==> src/rtl/lsu_pkg.sv <==
// Shared types and constants for the load/store unit.
package lsu_pkg;
  typedef enum logic [1:0] {
    IDLE,
    READ,
    WRITE,
    RESP
  } lsu_state_t;

  localparam logic [1:0] SZ_BYTE = 2'b00;
  localparam logic [1:0] SZ_HALF = 2'b01;
  localparam logic [1:0] SZ_WORD = 2'b10;

  // Reserved size 2'b11 behaves as a word access.
  function automatic logic [1:0] norm_size(
    input logic [1:0] s
  );
    return s[1] ? SZ_WORD : s;
  endfunction
endpackage

==> src/rtl/load_store_unit_align.sv <==
// Little-endian lane extraction with sign/zero extension and
// sub-word store merging for the load/store unit.
module load_store_unit_align
  import lsu_pkg::*;
#(
  parameter int XLEN = 32
) (
  input  logic [XLEN-1:0] rdata,
  input  logic [XLEN-1:0] wdata,
  input  logic [1:0]      lane,
  input  logic [1:0]      size,
  input  logic            is_unsigned,
  output logic [XLEN-1:0] load_val,
  output logic [XLEN-1:0] store_word
);
  logic [4:0]      sh;
  logic [XLEN-1:0] shifted;
  logic [XLEN-1:0] wsh;
  logic [XLEN-1:0] mask;
  logic            sx;

  assign sh = {lane, 3'b000};

  always_comb begin
    shifted  = rdata >> sh;
    wsh      = wdata << sh;
    load_val = shifted;
    mask     = '1;
    sx       = 1'b0;
    unique case (1'b1)
      (size == SZ_BYTE): begin
        sx       = ~is_unsigned & shifted[7];
        load_val = {{(XLEN-8){sx}}, shifted[7:0]};
        mask     = {{(XLEN-8){1'b0}}, 8'hFF} << sh;
      end
      (size == SZ_HALF): begin
        sx       = ~is_unsigned & shifted[15];
        load_val = {{(XLEN-16){sx}}, shifted[15:0]};
        mask     = {{(XLEN-16){1'b0}}, 16'hFFFF} << sh;
      end
      default: ;
    endcase
    // Bytes outside the target lane keep their previous value.
    store_word = (rdata & ~mask) | (wsh & mask);
  end
endmodule

==> src/rtl/load_store_unit.sv <==
// Load/store unit: byte-addressed CPU accesses onto a word memory.
// Optional misaligned-access trap enabled by MISALIGN_TRAP_EN.
module load_store_unit
  import lsu_pkg::*;
#(
  parameter int ADDR_W = 11,
  parameter int XLEN   = 32
) (
  input  logic              clk,
  input  logic              rst_n,
  input  logic              req_valid,
  output logic              req_ready,
  input  logic              req_we,
  input  logic [1:0]        req_size,
  input  logic              req_unsigned,
  input  logic [XLEN-1:0]   req_addr,
  input  logic [XLEN-1:0]   req_wdata,
  output logic              resp_valid,
  output logic [XLEN-1:0]   resp_rdata,
  output logic              resp_err,
  output logic              mem_write,
  output logic [ADDR_W-1:0] mem_addr,
  output logic [XLEN-1:0]   mem_wdata,
  input  logic [XLEN-1:0]   mem_rdata
);
  lsu_state_t      state;
  logic            we_q;
  logic            uns_q;
  logic [1:0]      size_q;
  logic [1:0]      lane_q;
  logic [XLEN-1:0] wdata_q;
  logic [1:0]      size_n;
  logic [1:0]      lane_n;
  logic [XLEN-1:0] load_val;
  logic [XLEN-1:0] store_word;
  logic            unused_addr;

  assign unused_addr = ^req_addr[XLEN-1:ADDR_W+2];
  assign size_n = norm_size(req_size);

  // Misaligned low bits are dropped before lane selection.
  always_comb begin
    lane_n = req_addr[1:0];
    unique case (1'b1)
      (size_n == SZ_HALF): lane_n = {req_addr[1], 1'b0};
      (size_n == SZ_WORD): lane_n = 2'b00;
      default: ;
    endcase
  end

`ifdef MISALIGN_TRAP_EN
  logic err_q;
  logic misalign;
  assign misalign =
    (size_n == SZ_HALF && req_addr[0]) ||
    (size_n == SZ_WORD && req_addr[1:0] != 2'b00);
  assign resp_err = err_q;
`else
  assign resp_err = 1'b0;
`endif

  load_store_unit_align #(.XLEN(XLEN)) u_align (
    .rdata       (mem_rdata),
    .wdata       (wdata_q),
    .lane        (lane_q),
    .size        (size_q),
    .is_unsigned (uns_q),
    .load_val    (load_val),
    .store_word  (store_word)
  );

  always_ff @(posedge clk or negedge rst_n) begin
    if (!rst_n) begin
      state      <= IDLE;
      req_ready  <= 1'b1;
      resp_valid <= 1'b0;
      resp_rdata <= '0;
      mem_write  <= 1'b0;
      mem_addr   <= '0;
      mem_wdata  <= '0;
      we_q       <= 1'b0;
      uns_q      <= 1'b0;
      size_q     <= SZ_BYTE;
      lane_q     <= 2'b00;
      wdata_q    <= '0;
`ifdef MISALIGN_TRAP_EN
      err_q      <= 1'b0;
`endif
    end else begin
      resp_valid <= 1'b0;
      mem_write  <= 1'b0;
      unique case (state)
        IDLE: begin
          if (req_valid && req_ready) begin
            we_q      <= req_we;
            uns_q     <= req_unsigned;
            size_q    <= size_n;
            lane_q    <= lane_n;
            wdata_q   <= req_wdata;
            mem_addr  <= req_addr[ADDR_W+1:2];
            req_ready <= 1'b0;
`ifdef MISALIGN_TRAP_EN
            err_q     <= misalign;
            if (misalign) begin
              state      <= RESP;
              resp_valid <= 1'b1;
              resp_rdata <= '0;
            end else
`endif
            if (req_we && size_n == SZ_WORD) begin
              state     <= WRITE;
              mem_write <= 1'b1;
              mem_wdata <= req_wdata;
            end else begin
              state <= READ;
            end
          end
        end
        READ: begin
          if (we_q) begin
            state     <= WRITE;
            mem_write <= 1'b1;
            mem_wdata <= store_word;
          end else begin
            state      <= RESP;
            resp_valid <= 1'b1;
            resp_rdata <= load_val;
          end
        end
        WRITE: begin
          state      <= RESP;
          resp_valid <= 1'b1;
          resp_rdata <= '0;
        end
        RESP: begin
          state     <= IDLE;
          req_ready <= 1'b1;
`ifdef MISALIGN_TRAP_EN
          err_q     <= 1'b0;
`endif
        end
        default: state <= IDLE;
      endcase
    end
  end
endmodule

==> config.mk <==
export PLATFORM = sky130hd
export DESIGN_NAME = load_store_unit
export DESIGN_NICKNAME = d
export VERILOG_FILES = /design/src/rtl/lsu_pkg.sv /design/src/rtl/load_store_unit_align.sv /design/src/rtl/load_store_unit.sv
export SDC_FILE = /design/constraint.sdc
export NUM_CORES = 1
export LEC_CHECK = 0
export CAP_MARGIN = 20
export CORE_MARGIN = 4
export CORE_UTILIZATION = 48
export DETAILED_ROUTE_END_ITERATION = 10
export PLACE_DENSITY = 0.91
export SYNTH_ARGS = -nofsm -noshare
export SYNTH_HDL_FRONTEND = slang
export SYNTH_SLANG_ARGS = --single-unit
==> constraint.sdc <==
create_clock -name clk -period 2.7 [get_ports clk]
set_input_delay 0.54 -clock clk [delete_from_list [all_inputs] [get_ports clk]]
set_output_delay 0.54 -clock clk [all_outputs]
set_load 0.03 [all_outputs]
; After elaboration in Yosys (flattened, before gate mapping)
; Cells that the tools add are included.
[totals]
register_bits = 118
latch_bits = 0
mem_bits_rw = 0
romBits = 0
out_inout_bits = 79
wordCells = 66
n_memories = 0
[op_classes]
add_sub_neg = 0
n_mul = 0
div_mod_pow = 0
order_cmp = 0
n_eq_ne = 10
shifts = 4
mux = 22
n_bitwise = 7
n_reduce_logical = 11
[ops]
columns = operator, n
row1 = 32-bit one-hot mux with 2 select lines, 4
row2 = 32-bit 2-to-1 mux, 4
row3 = 32-bit AND, 2
row4 = 32-bit inverter, 1
row5 = 32-bit OR, 1
row6 = "16-bit by 5-bit << shifter with 32-bit output, first input constant", 1
row7 = 32-bit by 5-bit << shifter with 32-bit output, 1
row8 = "8-bit by 5-bit << shifter with 32-bit output, first input constant", 1
row9 = 32-bit by 5-bit right shift with 32-bit output, 1
row10 = "2-bit != test, second input constant", 4
row11 = 2-bit one-hot mux with 4 select lines, 1
row12 = "2-bit by 1-bit equality test with 1-bit output, second input constant", 3
row13 = "2-bit equality test, second input constant", 3
row14 = 1-bit 2-to-1 mux, 6
row15 = 2-bit 2-to-1 mux, 3
row16 = 1-bit one-hot mux with 2 select lines, 3
row17 = 2-bit AND reduction, 3
row18 = 2-bit nonzero test, 3
row19 = 2-bit zero test, 2
row20 = 2-bit one-hot mux with 2 select lines, 1
row21 = 4-bit AND reduction, 1
row22 = 1-bit AND, 2
row23 = 1-bit logical AND, 2
row24 = 1-bit inverter, 1

; Depth between registers and ports, before layout
[logic_depth]
ltp_word = 7
ltp_mapped = 8
depth_no_buf = 6

; Cells and area by module
; From an unflattened synthesis, not the netlist that was laid out.
[unflattened]
cells_unflattened = 539
area_unflattened_um2 = 6523.8
[modules_own_cells]
columns = module, instances, cells_each, area_per_inst_um2, seq_area_each_um2
row1 = load_store_unit, 1, 321, 4854.7, 2954.1
row2 = load_store_unit_align, 1, 218, 1669.1, 0.0

; Worst setup path after synthesis
; OpenSTA, ideal clock, no wires.
[synth_path]
path_kind = flip-flop to flip-flop
startpoint = register state[0]
endpoint = register mem_wdata[6]
setup_ns = 0.125
arrival_ns = 1.813
t_required_ns = 2.575
slack_ns = 0.762
stages_incl_launch_ff = 9
cell_sequence = dfrtp_1 > inv_1 > ha_1 > clkbuf_2 > nand3_4 > a2bb2oi_4 > nor2_4 > buf_4 > mux2_2
[synth_via]
elab_chain_cells = 3
elab_cells_between_ends = 8
cone_classes = eq/ne: 4 / mux: 1 / reduce/logical: 3
[synth_lines]
columns = element, line
row1 = "start, declared", load_store_unit.sv:26  ; lsu_state_t state;
row2 = "start signal, assigned", load_store_unit.sv:74  ; state <= IDLE;
row3 = "start signal, assigned", load_store_unit.sv:111  ; state <= WRITE;
row4 = "start signal, assigned", load_store_unit.sv:115  ; state <= READ;
row5 = 2-bit by 1-bit equality test with 1-bit output or 2-bit zero test (tied branches), load_store_unit.sv:92  ; unique case (state)
row6 = 2-bit != test (no source line) or 2-bit nonzero test (tied branches), --
row7 = 4-bit AND reduction (no source line), --
row8 = "end signal, assigned", load_store_unit.sv:113  ; mem_wdata <= req_wdata;
row9 = "end signal, assigned", load_store_unit.sv:123  ; mem_wdata <= store_word;
row10 = "end, declared", load_store_unit.sv:23  ; output logic [XLEN-1:0] mem_wdata,
; Parallel ways exist; a longest one is shown, timed or not.
; A chain may end at the register's enable or synchronous reset.

; Final worst setup path
[layout_path]
startpoint = register state[1]
endpoint = register resp_rdata[7]
[layout_via]
elab_chain_cells = 3
elab_cells_between_ends = 6
cone_classes = eq/ne: 3 / mux: 1 / reduce/logical: 2
[layout_lines]
columns = element, line
row1 = 2-bit by 1-bit equality test with 1-bit output or 2-bit equality test (tied branches), load_store_unit.sv:92
row2 = 2-bit != test (no source line) or 2-bit nonzero test (tied branches), --
row3 = 2-bit AND reduction (no source line), --
row4 = "end signal, assigned", load_store_unit.sv:127  ; resp_rdata <= load_val;
row5 = "end, declared", load_store_unit.sv:19  ; output logic [XLEN-1:0] resp_rdata,
; Parallel ways exist; a longest one is shown, timed or not.

==> Implementation_results.wiki <==
{| class="wikitable"
! Metric !! Value
|-
| Post-synthesis cell type with the largest combined area || sky130_fd_sc_hd__dfrtp_1
|-
| Area enclosed by the die boundary || 15120 µm²
|-
| Max Transition Viols Final || 0
|-
| I/O pin total || approximately 180
|-
| Initial antenna violation count || 0
|-
| Global-route congestion overflow total || 0
|-
| Crit path largest cell delay || 0.69 ns
|-
| Dominant combinational cell family by area after synthesis || compound AO/OA/AOI/OAI gates
|-
| Die span in x || 123.0 µm
|-
| Number of cells after detailed placement || ~890
|-
| Fraction of layout cells with a size suffix above 1 || 18.34%
|-
| Clk Latency, worst-skew pair || 0.42 ns
|-
| Unique masters post-synth || 52
|-
| Power density over the cells || approximately 1400 nW/µm²
|-
| Clock buffer count from CTS || 17
|-
| Clock-pin slew on the worst setup and hold paths || 0.05 ns
|-
| Number of instances in the synthesized netlist || approximately 580
|-
| Number of failing hold endpoints at the final stage || 0
|-
| Leakage Power || 3.562 nW
|-
| Core ar. || about 13000 µm²
|-
| Setup repair after global routing missed its margin || no
|-
| Required time at the endpoint of the critical path || 3.05 ns
|-
| Clk sink count || 118
|-
| Status || complete, no violations
|-
| Post-cts gate resize count || 0
|-
| FF-to-FF setup slack || 0.27 ns
|-
| Average instance area after synthesis || 10.87 µm²
|-
| Parity-gate share of the synthesized area counting xor and xnor cells || 0%
|-
| Worst reg2reg endpoint || resp_rdata[7]
|-
| Die outline height || 123.0 µm
|-
| Post-Layout Cell Count || 919
|-
| First-pass GRT wire length || between 30000 and 40000 µm
|-
| Nets || 841
|-
| Most area-consuming cells after synthesis || sky130_fd_sc_hd__dfrtp_1 46%, sky130_fd_sc_hd__mux2_2 12%, sky130_fd_sc_hd__mux2i_1 3.9%, sky130_fd_sc_hd__o21ai_0 3.8%, sky130_fd_sc_hd__a22oi_1 2.7%
|-
| Max clock buf depth || 2
|-
| Final setup violation count || 0
|-
| Post-CTS Hold Buffers || 1
|-
| Rel. slew slack || roughly 50%
|-
| Pre-antenna DRT Iters || 5
|-
| Max Clock Skew || 0.006369 ns
|-
| Initial detailed-routing violation count || ~580
|-
| Predominant post-synthesis flop cell || sky130_fd_sc_hd__dfrtp_1
|-
| Share of the clock period used by the worst path || ~90%
|-
| Final TNS setup || 0 ns
|-
| Reg-to-Reg Start || state[1]
|-
| GRT Total Usage || a little over a quarter
|-
| Post-route antenna net violation count || 0
|-
| I/O Buffers || about 160
|-
| Setup Crit Path Kind || reg -> reg
|-
| Final RePlAce weighted congestion || 0.9148
|-
| Area share of the largest cell type after synthesis || 46.14%
|-
| CTS tree || done
|-
| Setup Buffers After CTS || 0
|-
| Nature of the critical path endpoint || flop
|-
| Maximum fanout encountered on the critical timing path || 28
|-
| Htree depth || 4
|-
| Slowest cell on crit path || sky130_fd_sc_hd__nor2_1
|-
| Worst VDD drop || 654.3 µV
|-
| Final wirelength || 20360 µm
|-
| Synthesized net count || around 690
|-
| Number of rows created at floorplan || 41
|-
| DRC errors left || 0
|-
| WP data arrival || between 2 and 3 ns
|-
| Class of the tightest hold or removal check || in -> async
|-
| Buffer type at the clock tree root || sky130_fd_sc_hd__clkbuf_16
|-
| Post-layout minimum cycle time || roughly 2.4 ns
|-
| Max frequency || 411.7 MHz
|-
| Syn. warnings || 0
|-
| Area share of and/or/nand/nor cells after synthesis || between 9 and 10%
|-
| Critical path launch point type || flop
|-
| Drt via density || 6.178
|-
| DP Wirelength || 14990 µm
|-
| Slew of the pin with the lowest slew margin || 0.7509 ns
|-
| Post-synthesis to final-layout area growth || 36.91%
|-
| Compound-gate portion of the synthesized area || 22.14%
|-
| Cell types with the highest counts after synthesis || 117 x sky130_fd_sc_hd__dfrtp_1, 68 x sky130_fd_sc_hd__mux2_2, 48 x sky130_fd_sc_hd__o21ai_0, 38 x sky130_fd_sc_hd__nand2_1, 31 x sky130_fd_sc_hd__nor2_1
|-
| Largest net degree at the start of global routing || 53
|-
| Count of flip-flops with a built-in enable after synthesis || 0
|-
| Routed len/inst || 22.16 µm
|-
| Via count of the first global-routing pass || 5740
|-
| Vias after detailed routing || 5678
|-
| Chain of cells forming the critical path || inv_1 > ha_1 > buf_4 > nand2b_1 > nor2_1 > a22o_1
|-
| Flip-flop and latch count after synthesis || roughly 120
|-
| Dominant cell by count in the synthesized netlist || sky130_fd_sc_hd__dfrtp_1
|-
| Fraction of the yosys area taken by sequential cells || around 47%
|-
| Post-synth ARST share || 100.0%
|-
| Initial Util || 49.68%
|-
| Total inserted antenna cells || 0
|-
| Worst R2R Path Depth || 6
|-
| Multiplexer fraction of the synthesized cell area || 16.72%
|-
| Number of maximum-capacitance constraint violations || 0
|-
| Area share of fa/ha/maj cells after synthesis || 0.7886%
|-
| Netlist area before placement || about 6300 µm²
|}
[worst max path at each step]
stage / start / endpoint / slack, ns / cells after the start
floorplan: state[0] / mem_wdata[6] / 0.76 / 8
global placement: req_size[1] / mem_wdata[2] / 0.41 / 5
detailed placement: req_size[1] / mem_wdata[9] / 0.31 / 5
CTS: state[1] / resp_rdata[7] / 0.34 / 6
global route: state[1] / resp_rdata[7] / 0.14 / 6
finish: state[1] / resp_rdata[7] / 0.27 / 6
[placed cells by master (no fill, tap or decap), types with 8 or more instances in the layout]
cell type	n
sky130_fd_sc_hd__clkdlybuf4s50_1	160
sky130_fd_sc_hd__dfrtp_1	115
sky130_fd_sc_hd__mux2_2	68
sky130_fd_sc_hd__o21ai_0	48
sky130_fd_sc_hd__nand2_1	38
sky130_fd_sc_hd__nor2_1	31
sky130_fd_sc_hd__mux2i_1	25
sky130_fd_sc_hd__a22oi_1	23
sky130_fd_sc_hd__a21oi_1	20
sky130_fd_sc_hd__buf_4	20
sky130_fd_sc_hd__a31oi_1	17
sky130_fd_sc_hd__o31ai_1	17
sky130_fd_sc_hd__clkbuf_16	17
sky130_fd_sc_hd__o2bb2ai_1	16
sky130_fd_sc_hd__a221oi_1	13
sky130_fd_sc_hd__nand3_1	10
sky130_fd_sc_hd__nor2b_1	9
sky130_fd_sc_hd__a22o_1	9
sky130_fd_sc_hd__o41ai_1	8
sky130_fd_sc_hd__o21bai_1	8
[registers in the layout, summed over array words and instances, names as in the netlist]
signal / count
mem_wdata: 32
mem_addr: 11
mem_write: 1
state: 2
size_q: 2
wdata_q: 32
uns_q: 1
resp_valid: 1
resp_rdata: 32
we_q: 1
req_ready: 1
lane_q: 2
[per-layer routing]
layer  vias to the layer above  global-route usage, %  part of all wire [%]
met5                         -                      0                     0
met2                       314                  43.63                    48
met4                         0                  11.83                   4.1
met3                        68                  7.045                   8.2
li1                       2492                      -                     -
met1                      2804                  35.09                    40
[report_power, final]
| part | leakage [nW] | internal [mW] | switching [mW] | total (mW) |
|---|---|---|---|---|
| Sequential | 1.47 | 2.64 | 0.726 | 3.37 |
| Combinational | 1.79 | 2.55 | 3.48 | 6.04 |
| Clock | 0.305 | 1.59 | 0.792 | 2.38 |
| Total | 3.56 | 6.78 | 5.00 | 11.8 |
[kinds of logic after synthesis]
group / count (synthesis)
flip-flops: 118
other: 1
buffers and inverters: 57
AND/OR/NAND/NOR: 110
adder cells (fa/ha/maj): 4
AO/OA/AOI/OAI: 199
multiplexers: 95
[final cells by class]
type | count | area [µm²]
fill | 902 | 4085
inverter | 6 | 22.52
tap | 172 | 215.2
timing repair buffer | 182 | 1782
clock inverter | 9 | 148.9
multi-input combinational | 409 | 3095
clock buffer | 23 | 467.9
sequential | 118 | 2957
[stage by stage]
step	setup slack (ns)	hold slack [ns]	util, %	cell area (µm²)	total power [mW]
2_1_floorplan	0.7623	0.2444	-	6346	7.122
3_3_place_gp	0.4069	0.3441	63.11	8061	9.069
3_5_place_dp	0.3063	0.3455	63.11	8061	9.292
4_1_cts	0.3443	0.4415	68.02	8688	11.75
5_1_grt	0.1404	0.4472	68.02	8688	12.34
6_report	0.2710	0.4514	68.02	8688	11.78
[critical path: cells and delay by family (launching register included)]
kind | cells | cell delay, ns
adders and majority gates | 1 | 0.22
and+or+nand+nor | 2 | 1.04
buffers and inverters | 2 | 0.41
DFF | 1 | 0.42
AOI/OAI and AO/OA | 1 | 0.27
No activity file was read; power rests on OpenSTA's default activity.
